===== src/rtl/pipe_pkg.sv =====
// rtl/pipe_pkg.sv - shared constants, types and helpers for the pipeline register chain
//
// Purpose: one place for the pipeline depth limit, the control-bit layout that
// every stage uses to pack its control bundle, the per-cell operation code and a
// small popcount helper.
// Ports: none (package).

package pipe_pkg;

  localparam int MAX_PIPE_DEPTH = 4;

  // Bit positions inside the control bundle; every stage packs InCtrl this way.
  localparam int CTRL_REGWRITE = 0;
  localparam int CTRL_MEMTOREG = 1;
  localparam int CTRL_HIWRITE  = 2;
  localparam int CTRL_LOWRITE  = 3;
  localparam int CTRL_LINK     = 4;
  localparam int CTRL_HISRC    = 5;
  localparam int CTRL_LOSRC    = 6;

  // What a single stage cell does on the next rising edge.
  typedef enum logic [1:0] {
    CELL_HOLD    = 2'd0,
    CELL_CLEAR   = 2'd1,
    CELL_CAPTURE = 2'd2
  } cellOp_e;

  // Number of set bits in a valid vector of up to MAX_PIPE_DEPTH stages.
  function automatic logic [2:0] countOnes(input logic [MAX_PIPE_DEPTH-1:0] v);
    logic [2:0] n;
    n = '0;
    for (int i = 0; i < MAX_PIPE_DEPTH; i++) begin
      n = n + {2'b00, v[i]};
    end
    return n;
  endfunction

endpackage


===== src/rtl/pipe_stage_cell.sv =====
// rtl/pipe_stage_cell.sv - one valid/ctrl/data register set with hold, clear and capture
//
// Purpose: a single pipeline stage. On capture, the control bundle is forced to
// zero when the incoming entry is not valid, so a bubble always reads as a no-op.
// Ports:
//   Clk       rising-edge clock
//   Rst       synchronous active-high reset, clears everything
//   Op        hold / clear / capture for this edge
//   InValid   valid bit from the previous stage (or chain input)
//   InCtrl    control bundle from the previous stage
//   InData    data bundle from the previous stage
//   OutValid  registered valid bit
//   OutCtrl   registered control bundle (zero whenever OutValid = 0)
//   OutData   registered data bundle

module pipe_stage_cell
  import pipe_pkg::*;
#(
  parameter int CTRL_W = 12,
  parameter int DATA_W = 197
) (
  input  logic              Clk,
  input  logic              Rst,
  input  cellOp_e           Op,
  input  logic              InValid,
  input  logic [CTRL_W-1:0] InCtrl,
  input  logic [DATA_W-1:0] InData,
  output logic              OutValid,
  output logic [CTRL_W-1:0] OutCtrl,
  output logic [DATA_W-1:0] OutData
);

  always_ff @(posedge Clk) begin
    if (Rst) begin
      OutValid <= 1'b0;
      OutCtrl  <= '0;
      OutData  <= '0;
    end else begin
      case (Op)
        CELL_CLEAR: begin
          OutValid <= 1'b0;
          OutCtrl  <= '0;
          OutData  <= '0;
        end
        CELL_CAPTURE: begin
          OutValid <= InValid;
          OutCtrl  <= InValid ? InCtrl : '0;
          OutData  <= InData;
        end
        default: begin
          OutValid <= OutValid;
          OutCtrl  <= OutCtrl;
          OutData  <= OutData;
        end
      endcase
    end
  end

endmodule


===== src/rtl/pipe_stage_chain.sv =====
// rtl/pipe_stage_chain.sv - parametrised pipeline register chain with stall, flush and stall accounting
//
// Purpose: DEPTH stage cells in series carrying a control and a data bundle, plus
// a registered occupancy count and a saturating stall-cycle counter.
// Per-edge priority: Rst > Flush > Stall > advance.
// Ports:
//   Clk, Rst      clock and synchronous active-high reset
//   InValid       entry presented this cycle is a real instruction
//   InCtrl        control bundle from upstream
//   InData        data bundle from upstream
//   Stall         hold every stage, input not captured
//   Flush         kill every stage, input dropped
//   OutValid      last stage holds a real instruction
//   OutCtrl       last stage control bundle, zero on a bubble
//   OutData       last stage data bundle
//   Occupancy     number of valid stages
//   StallCycles   saturating count of accepted stall cycles

module pipe_stage_chain
  import pipe_pkg::*;
#(
  parameter int CTRL_W = 12,
  parameter int DATA_W = 197,
  parameter int DEPTH  = 1,
  parameter int CNT_W  = 16
) (
  input  logic                         Clk,
  input  logic                         Rst,
  input  logic                         InValid,
  input  logic [CTRL_W-1:0]            InCtrl,
  input  logic [DATA_W-1:0]            InData,
  input  logic                         Stall,
  input  logic                         Flush,
  output logic                         OutValid,
  output logic [CTRL_W-1:0]            OutCtrl,
  output logic [DATA_W-1:0]            OutData,
  output logic [$clog2(DEPTH+1)-1:0]   Occupancy,
  output logic [CNT_W-1:0]             StallCycles
);

  localparam int OCC_W = $clog2(DEPTH + 1);

  if (DEPTH < 1 || DEPTH > MAX_PIPE_DEPTH) begin : gBadDepth
    $error("pipe_stage_chain: DEPTH must be in 1..%0d", MAX_PIPE_DEPTH);
  end

  // Index 0 is the chain input; index i+1 is the output of cell i.
  logic [DEPTH:0]    chainValid;
  logic [CTRL_W-1:0] chainCtrl [0:DEPTH];
  logic [DATA_W-1:0] chainData [0:DEPTH];
  logic [DEPTH-1:0]  nextValid;
  cellOp_e           cellOp;

  assign chainValid[0] = InValid;
  assign chainCtrl[0]  = InCtrl;
  assign chainData[0]  = InData;

  always_comb begin
    cellOp = CELL_CAPTURE;
    if (Flush) begin
      cellOp = CELL_CLEAR;
    end else if (Stall) begin
      cellOp = CELL_HOLD;
    end
  end

  for (genvar i = 0; i < DEPTH; i++) begin : gStage
    pipe_stage_cell #(
      .CTRL_W (CTRL_W),
      .DATA_W (DATA_W)
    ) uCell (
      .Clk      (Clk),
      .Rst      (Rst),
      .Op       (cellOp),
      .InValid  (chainValid[i]),
      .InCtrl   (chainCtrl[i]),
      .InData   (chainData[i]),
      .OutValid (chainValid[i+1]),
      .OutCtrl  (chainCtrl[i+1]),
      .OutData  (chainData[i+1])
    );
  end

  // Outputs come straight from the last cell's flops.
  assign OutValid = chainValid[DEPTH];
  assign OutCtrl  = chainCtrl[DEPTH];
  assign OutData  = chainData[DEPTH];

  // Valid bits the cells will hold after this edge, so Occupancy can be
  // registered on the same edge instead of trailing the stages by one cycle.
  always_comb begin
    nextValid = '0;
    if (!Flush) begin
      if (Stall) begin
        nextValid = chainValid[DEPTH:1];
      end else begin
        nextValid = chainValid[DEPTH-1:0];
      end
    end
  end

  always_ff @(posedge Clk) begin
    if (Rst) begin
      Occupancy <= '0;
    end else begin
      Occupancy <= OCC_W'(countOnes(MAX_PIPE_DEPTH'(nextValid)));
    end
  end

  // Flush outranks Stall, so a flushed cycle never counts as a stall.
  always_ff @(posedge Clk) begin
    if (Rst) begin
      StallCycles <= '0;
    end else if (!Flush && Stall && (StallCycles != {CNT_W{1'b1}})) begin
      StallCycles <= StallCycles + 1'b1;
    end
  end

endmodule


===== config.mk =====
export PLATFORM = sky130hd
export DESIGN_NAME = pipe_stage_chain
export DESIGN_NICKNAME = d
export VERILOG_FILES = /design/src/rtl/pipe_pkg.sv /design/src/rtl/pipe_stage_cell.sv /design/src/rtl/pipe_stage_chain.sv
export SDC_FILE = /design/constraint.sdc
export NUM_CORES = 1
export LEC_CHECK = 0
export BUFFER_PORTS_ARGS = -buffer_cell sky130_fd_sc_hd__buf_2
export CAP_MARGIN = 5
export CORE_AREA = 2 2 173 175
export DETAILED_ROUTE_END_ITERATION = 8
export DIE_AREA = 0 0 175 177
export GPL_ROUTABILITY_DRIVEN = 0
export GPL_TIMING_DRIVEN = 0
export SLEW_MARGIN = 20
export SYNTH_ARGS = -nofsm -noshare
export SYNTH_HDL_FRONTEND = slang
export SYNTH_SLANG_ARGS = --single-unit

===== constraint.sdc =====
create_clock -name Clk -period 2.4 [get_ports Clk]
set_input_delay 0.12 -clock Clk [delete_from_list [all_inputs] [get_ports Clk]]
set_output_delay 0.12 -clock Clk [all_outputs]
set_load 0.02 [all_outputs]

-- Word level (Yosys, flattened, before mapping)
Cells that the tools add are included.
- $add $sub $neg: 1
- eq/ne operators: 3
- mux-type cells: 7
- reductions and logical operators: 5
- operator list (kind ; number):
    $pmux 197 s2 ; 1
    $pmux 12 s2 ; 1
    $add 16x1->16 const B ; 1
    $ne 16x16->1 const B ; 1
    $mux 12 ; 1
    $mux 2 ; 2
    $eq 2x1->1 const B ; 1
    $eq 2x2->1 const B ; 1
    $logic_and 1x1->1 ; 2
    $pmux 1 s2 ; 1
    $reduce_bool 2->1 ; 1
    $reduce_or 2->1 ; 1
    $logic_not 1->1 ; 1
    $mux 1 ; 1
- flip-flop bits (word level): 227
- bits of input ports: 214

-- Logic depth before layout (Yosys ltp)
Gate-level depths: netlist (run 1).
- depth after elaboration: 4
- depth in mapped cells: 6
- depth with buffers taken out: 5

-- Cells and area by module
A second synthesis (run 1) with hierarchy kept.
- cells, all modules: 1042
- area total of the unflattened synthesis: 9655.5 sq um
- modules (own cells, without submodules) (module ; instances ; cells each ; area each (sq um)):
    pipe_stage_cell ; 1 ; 936 ; 8717.1
    pipe_stage_chain ; 1 ; 106 ; 938.4

-- Worst setup path before layout (run 1)
OpenSTA, ideal clock, no wires.
- kind: register -> register
- start point: register StallCycles[3]
- end point: register StallCycles[15]
- setup time: 0.070 ns
- arrival time: 1.879 ns
- data required time: 2.330 ns
- setup slack: 0.450 ns
- cell stages (with the launch flop): 5
- path through: dfxtp_1 nand4_2 or4_4 or4_1 a21oi_1
- longest elaborated chain between the ends: 2
- ends and longest elaborated chain (what ; RTL line ; source):
    from (decl) ; pipe_stage_chain.sv:38 ; output logic [CNT_W-1:0] StallCycles
    from (signal assigned) ; pipe_stage_chain.sv:115 ; StallCycles <= StallCycles + 1'b1;
    branches (longest 2 deep; another with $add 16x1->16) ; -- ;
Parallel ways; which one is timed is not known.
A chain may end at the register's enable or synchronous reset.

-- Worst setup path in the final report (run 1)
- start point: register StallCycles[8]
- end point: register StallCycles[0]
- longest elaborated chain between the ends: 2
- ends and longest elaborated chain (what ; RTL line ; source):
    $ne 16x16->1 ; pipe_stage_chain.sv:114 ; end else if (!Flush && Stall && (StallCycles != {CNT_W{1'b1}})) begin
    $logic_and 1x1->1 ; pipe_stage_chain.sv:114 ;
Every way passes these cells.

==> results of run 1 <==
## per-stage QoR
step	util (%)	hold slack [ns]	std cells	setup slack, ns	power (W)
CTS	47.2	0.0390	1863	0.377	0.00942
detailed placement	36.8	0.356	1606	0.101	0.00494
finish	47.2	0.0635	1863	0.326	0.00934
global placement	36.8	0.348	1606	0.114	0.00492
floorplan	-	0.264	778	0.450	0.00454
global route	47.2	0.100	1863	0.171	0.00970
## synth_stat cells
master / number
a21oi_1: 12
a22oi_1: 12
a31o_2: 1
a31oi_1: 1
and4_2: 1
and4b_1: 1
buf_1: 1
buf_2: 1
clkbuf_1: 49
dfxtp_1: 227
ha_1: 1
inv_1: 3
mux2_2: 2
mux2i_1: 198
nand2_1: 9
nand2b_1: 2
nand3_1: 4
nand4_1: 5
nand4_2: 1
nor2_1: 216
nor2b_1: 3
nor3_1: 2
nor4_1: 1
o21ai_0: 4
o311ai_0: 1
o31ai_1: 5
o41a_2: 1
o41ai_1: 2
or2_2: 1
or3_1: 2
or3_2: 3
or4_1: 5
or4_4: 1
## cell families (layout without fill, tap and decap cells)
family | after synthesis | count (layout) | share of synthesized area, %
AO/OA/AOI/OAI | 39 | 39 | 3.23
adder cells (fa/ha/maj) | 1 | 1 | 0.155
buffers and inverters | 54 | 749 | 2.52
flip-flops | 227 | 227 | 56.2
multiplexers | 200 | 200 | 24.8
AND/OR/NAND/NOR | 257 | 257 | 13.2
## sequential cells by signal, indices dropped and copies added (netlist names)
signal / flops
Occupancy: 1
StallCycles: 16
gStage.uCell.OutValid: 1
gStage.uCell.OutCtrl: 12
gStage.uCell.OutData: 197
## routing by layer
metal  vias to the layer above  track usage (%)  share of wire, %
met5                         -                0                 0
met4                         0             6.84               3.2
met3                        79             4.60               7.2
met2                       347             32.9                50
met1                      3823             19.8                39
li1                       3996                -                 -
## final timing paths
path / depth (start not counted) / end / start / slack [ns]
hold / removal: 2 / StallCycles[2] / Rst / 0.06
hold reg to reg: 2 / gStage[0].uCell.OutData[170] / gStage[0].uCell.OutData[170] / 0.49
setup reg to reg: 4 / StallCycles[0] / StallCycles[8] / 0.33
setup / recovery: 4 / StallCycles[0] / StallCycles[8] / 0.33
## repair_timing
item,in CTS,in global routing
hold endpoints to repair,210,0
resized for setup,0,0
hold buffers,210,0
setup buffers,0,0
## report_power, final
| group | switching (W) | leakage, nW | total (W) | internal (W) |
|---|---|---|---|---|
| registers | 0.0000646 | 1.85 | 0.00395 | 0.00388 |
| clock network | 0.00160 | 0.456 | 0.00419 | 0.00258 |
| logic | 0.000589 | 4.57 | 0.00120 | 0.000612 |
## critical path: stages, from the launching register on
cell and delay (ns):
dfxtp_1 0.44, nand4_1 0.30, nor4_1 0.71, nor2_1 0.20, mux2_2 0.32
## cells in the final DEF, fill, tap and decap left out, types with 4 or more instances in the layout
cell type,n
nand3_1,4
a22oi_1,12
o31ai_1,5
nor2_1,216
clkbuf_1,51
clkbuf_8,7
nand2_1,9
a21oi_1,12
mux2i_1,198
o21ai_0,4
dfxtp_1,227
nand4_1,5
dlygate4sd3_1,210
clkinv_2,5
buf_2,439
clkbuf_16,27
or4_1,5
## layout make-up
cell class / instances / share of cell area, %
clock inverters: 11 / 1.02
flip-flops and latches: 227 / 32.9
repair buffers: 648 / 31.1
clock buffers: 36 / 5.65
plain buffers: 51 / 1.40
multi-input cells: 497 / 24.2
inverters: 3 / 0.0816
well taps: 390 / 3.54
==> metrics.txt, run 1 <==
outcome=complete, no violations; Die X=175 microns; Setup TNS=0 ns; Initial Utilization=27.7%; antenna violations before repair=0; post-synth top area cell=dfxtp_1; FF+latch area=4540 sq um; final non-filler cell area=13800 sq um; GRT Util Overall=17.9%; Layout Nets=1669; Max Freq=0.482 GHz; WP data arrival=2.49 ns; relative slew slack=41.9%; final hold vios=0; vias per cell=4.43; Via Count=8245; Max Buffers Root-to-Sink=3; top post-synthesis cells by area=dfxtp_1 56%, mux2i_1 24%, nor2_1 10%, clkbuf_1 2.3%, a22oi_1 1.1%; WP data required=2.82 ns; total CTS buffers=26; Ys Warns=0; Worst Path Max Fanout=8; P_leak=6.87 nW; core area=29200 sq um; area grow syn2layout=70.5%; Multi-input gate area=3340 sq um; Rows=63; WS Path Type=reg2reg; routed len/inst=15.8 microns; Net Count, Synth=993; final setup vio count=0; first drt pass iteration count=5; largest net degree at the start of global routing=14; Chip Height=177 microns; post-synthesis cell area=8090 sq um; post-synth cell types=33; Synth Register Bits=227; Seq/Total Area, Yosys=56.2%; first-pass GRT wire length=44600 microns; Remaining DRCs=0; VDD IR max=0.000371 V; hpwl dp=19900 microns; Slew Viols, Final=0; Routed WL=29500 microns; Crit. End Element=flop; Mean Syn Cell Area=10.4 sq um; Hold/Removal Path Class=in2reg; CTS tree=done; clk sinks=227; Worst Tran Pin Value=0.872 ns; die area=31000 sq um; IO buf count=438; post-route minimum period=2.07 ns; drt first-iter violations=270; ratio of cells with drive above 1 in the final layout=33.6%; pwr dens=677 nW/um^2; number of fill cells=2686; clk root buf=clkbuf_16; Max-cap violations=0; H-Tree Depth=1; area share of the largest cell type after synthesis=56.2%; RSZ-0062 raised after global routing=false; grt total ovfl=0; Mapped Cells=778; CP startpoint kind=flop; later-pin clock latency in the skew report=0.52 ns; placed instance area=10800 sq um; clk slew on worst S/H paths=0.06 ns; fin crit share=86.4%; vias in the first global route=8587; ANT nets after route=0; Layout Skew=0.00922 ns; IO Count=441; ant diodes=0
Power figures use the tool's default switching activity.
==> run 2, diff against run 1 <==
--- a/config.mk
+++ b/config.mk
@@ -7,9 +7,9 @@
 export LEC_CHECK = 0
 export BUFFER_PORTS_ARGS = -buffer_cell sky130_fd_sc_hd__buf_2
 export CAP_MARGIN = 5
-export CORE_AREA = 2 2 173 175
+export CORE_AREA = 4 4 170 172
 export DETAILED_ROUTE_END_ITERATION = 8
-export DIE_AREA = 0 0 175 177
+export DIE_AREA = 0 0 174 176
 export GPL_ROUTABILITY_DRIVEN = 0
 export GPL_TIMING_DRIVEN = 0
 export SLEW_MARGIN = 20
==> constraint.sdc (replaced) <==
create_clock -name Clk -period 2.2 [get_ports Clk]
set_input_delay 0.11 -clock Clk [delete_from_list [all_inputs] [get_ports Clk]]
set_output_delay 0.11 -clock Clk [all_outputs]
set_load 0.02 [all_outputs]
==> metrics.txt, run 2 (synthesis gave the netlist of run 1 again) <==
Hold Path Stages=2 (unchanged); Routed WL=30200 microns (+2.5%); Remaining DRCs=0 (unchanged); later-pin clock latency in the skew report=0.52 ns (about the same); Design Power=0.0101 W (+8.4%); Max Buffers Root-to-Sink=3 (unchanged); Switching Share=23.9% (-0.27 points); ANT nets after route=0 (unchanged); vias in the first global route=8707 (+1.4%); CTS tree=done; clk slew on worst S/H paths=0.06 ns (about the same); grt total ovfl=0 (unchanged); clk sinks=227 (unchanged); sequential power share=42.5% (+0.2 points); Max Freq=0.504 GHz (+4.4%); CP startpoint kind=flop; total CTS buffers=26 (unchanged); area grow syn2layout=69.7%; Layout Cells excl Fill=1819 (-2.4%); Via Count=8194 (-0.62%); routed len/inst=16.6 microns (+4.9%); Worst Hold Endpoint=StallCycles[2]; ratio of cells with drive above 1 in the final layout=33.4% (-0.18 points); P_leak=6.86 nW (-0.20%); Rows=61 (-3.2%); Initial Utilization=29.5% (+1.8 points); WP data arrival=2.43 ns (-0.06 ns); Post-Route M1 WL=11700 microns (+1.2%); most frequent cells in the layout=439 x buf_2, 227 x dfxtp_1, 216 x nor2_1; Max-cap violations=0 (unchanged); Worst path slowest cell=or4_4; die area=30600 sq um (-1.1%); Die X=174 microns (-0.57%); vias per cell=4.50 (+1.8%); CP Cell Sequence=nand4_2 > or4_4 > or4_1 > a21oi_1; relative slew slack=46.1% (+4.2 points); IO Count=441 (unchanged); first drt pass iteration count=4 (-1); Critical Path Max Stage Delay=0.61 ns (-0.10 ns); first-pass GRT wire length=46700 microns (+4.7%); Hold/Removal Path Class=in2reg; IO buf count=438 (unchanged); Layout Skew=0.0113 ns (+0.00211 ns); antenna violations before repair=2 (+2); WP data required=2.64 ns (-0.18 ns); placed instance area=10700 sq um (-0.51%); commonest non-fill, non-tap cell in the layout=buf_2; P_sw=0.00242 W (+7.1%); pwr dens=737 nW/um^2 (+8.9%); core area=27500 sq um (-6.0%); RSZ-0062 raised after global routing=false; final setup vio count=0 (unchanged); Clock power frac=44.5% (-0.3 points); Layout Nets=1669 (unchanged); combinational power share=13.0% (about the same); RR Endpoint=StallCycles[15]; Setup TNS=0 ns (unchanged); post-route minimum period=1.99 ns (-0.0881 ns); Worst Path Max Fanout=7 (-1); Routed met3 length=2170 microns (+1.8%); biggest regs=gStage.uCell.OutData (197), StallCycles (16), gStage.uCell.OutCtrl (12); Int Power=0.00770 W (+8.7%); Fin Hold WS=0.0572 ns (-0.00630 ns); worst r2r src=StallCycles[4]; VDD IR max=0.000532 V (+43%); fin crit share=90.3% (+3.9 points); Worst Tran Pin Value=0.809 ns (-0.0633 ns); Slew Viols, Final=0 (unchanged); Reg with most FFs=gStage.uCell.OutData; outcome=complete, no violations; drt first-iter violations=314 (+16%); start point of the worst hold path=Rst; Crit. End Element=flop; GRT Util Overall=18.6% (+0.71 points); WS Path Type=reg2reg; dpl cells=1562 (-2.7%); r2r setup slk=0.21 ns (-0.11 ns); Chip Height=176 microns (-0.56%); DR top layer=met5; clk root buf=clkbuf_16; H-Tree Depth=1 (unchanged); hpwl dp=20800 microns (+4.4%); largest net degree at the start of global routing=13 (-1); met2 routed WL=14900 microns (+0.72%); final hold vios=0 (unchanged); final non-filler cell area=13700 sq um (-0.45%); max reg flops=197 (unchanged); Worst R2R Path Depth=4 (unchanged)
[run 2: changes by cell type in the layout (fill, tap and decap cells not counted), sizes merged]
cell      change
clkinv        -4
clkbuf        +3
clkinvlp      -1
diode         +1
inv           +1
[run 2: area by class of cell]
type	count	area [sq um]
diodes	1	2.50
clock inverters	7	118
well taps	346	433
flip-flops and latches	227	4540
plain buffers	51	193
clock buffers	39	781
fillers	2441	13700
inverters	3	11.3
repair buffers	648	4290
multi-input cells	497	3360
[run 2: through the flow]
step                      setup slack (ns)  util, %
after CTS                            0.174     49.9
after global placement              0.0280     39.0
after global routing                0.0814     50.0
after detailed placement           0.00817     39.0
final                                0.214     50.0
after floorplan                      0.250        -
[run 2: per-layer routing]
| layer | track usage [%] | vias up |
|---|---|---|
| met1 | 21.0 | 3770 |
| met4 | 8.25 | 2 |
| met2 | 33.0 | 333 |
| li1 | - | 3992 |
| met5 | 0 | - |
| met3 | 5.16 | 97 |
[run 2: power by group through the flow]
stage	registers (W)	clock network, W	logic (W)
2_1_floorplan	0.00454	0	0.000405
3_3_place_gp	0.00438	0	0.000991
3_5_place_dp	0.00439	0	0.00100
5_1_grt	0.00432	0.00478	0.00142
4_1_cts	0.00430	0.00461	0.00130
6_report	0.00430	0.00450	0.00131
[run 2: critical path, delay by kind of cell (launching register included)]
family | cells | cell delay (ns)
AOI/OAI and AO/OA | 1 | 0.14
DFF | 1 | 0.45
and+or+nand+nor | 3 | 1.31
[run 2: how the worst max path moves through the flow]
stage                    start                           end  slack [ns]  cells past startpoint
6_report        StallCycles[4]               StallCycles[15]        0.21                      4
5_1_grt         StallCycles[3]               StallCycles[15]        0.08                      4
4_1_cts        StallCycles[11]                StallCycles[0]        0.17                      4
3_5_place_dp               Rst  gStage[0].uCell.OutData[192]       0.008                      6
3_3_place_gp               Rst  gStage[0].uCell.OutData[164]        0.03                      6
2_1_floorplan   StallCycles[3]               StallCycles[15]        0.25                      4
[run 2: timing repair]
item                                    CTS  global route
setup buffers                             0             0
endpoints found under the hold margin   210             0
endpoints found under the setup margin    0             2
resized for setup                         0             2
hold buffers                            210             0
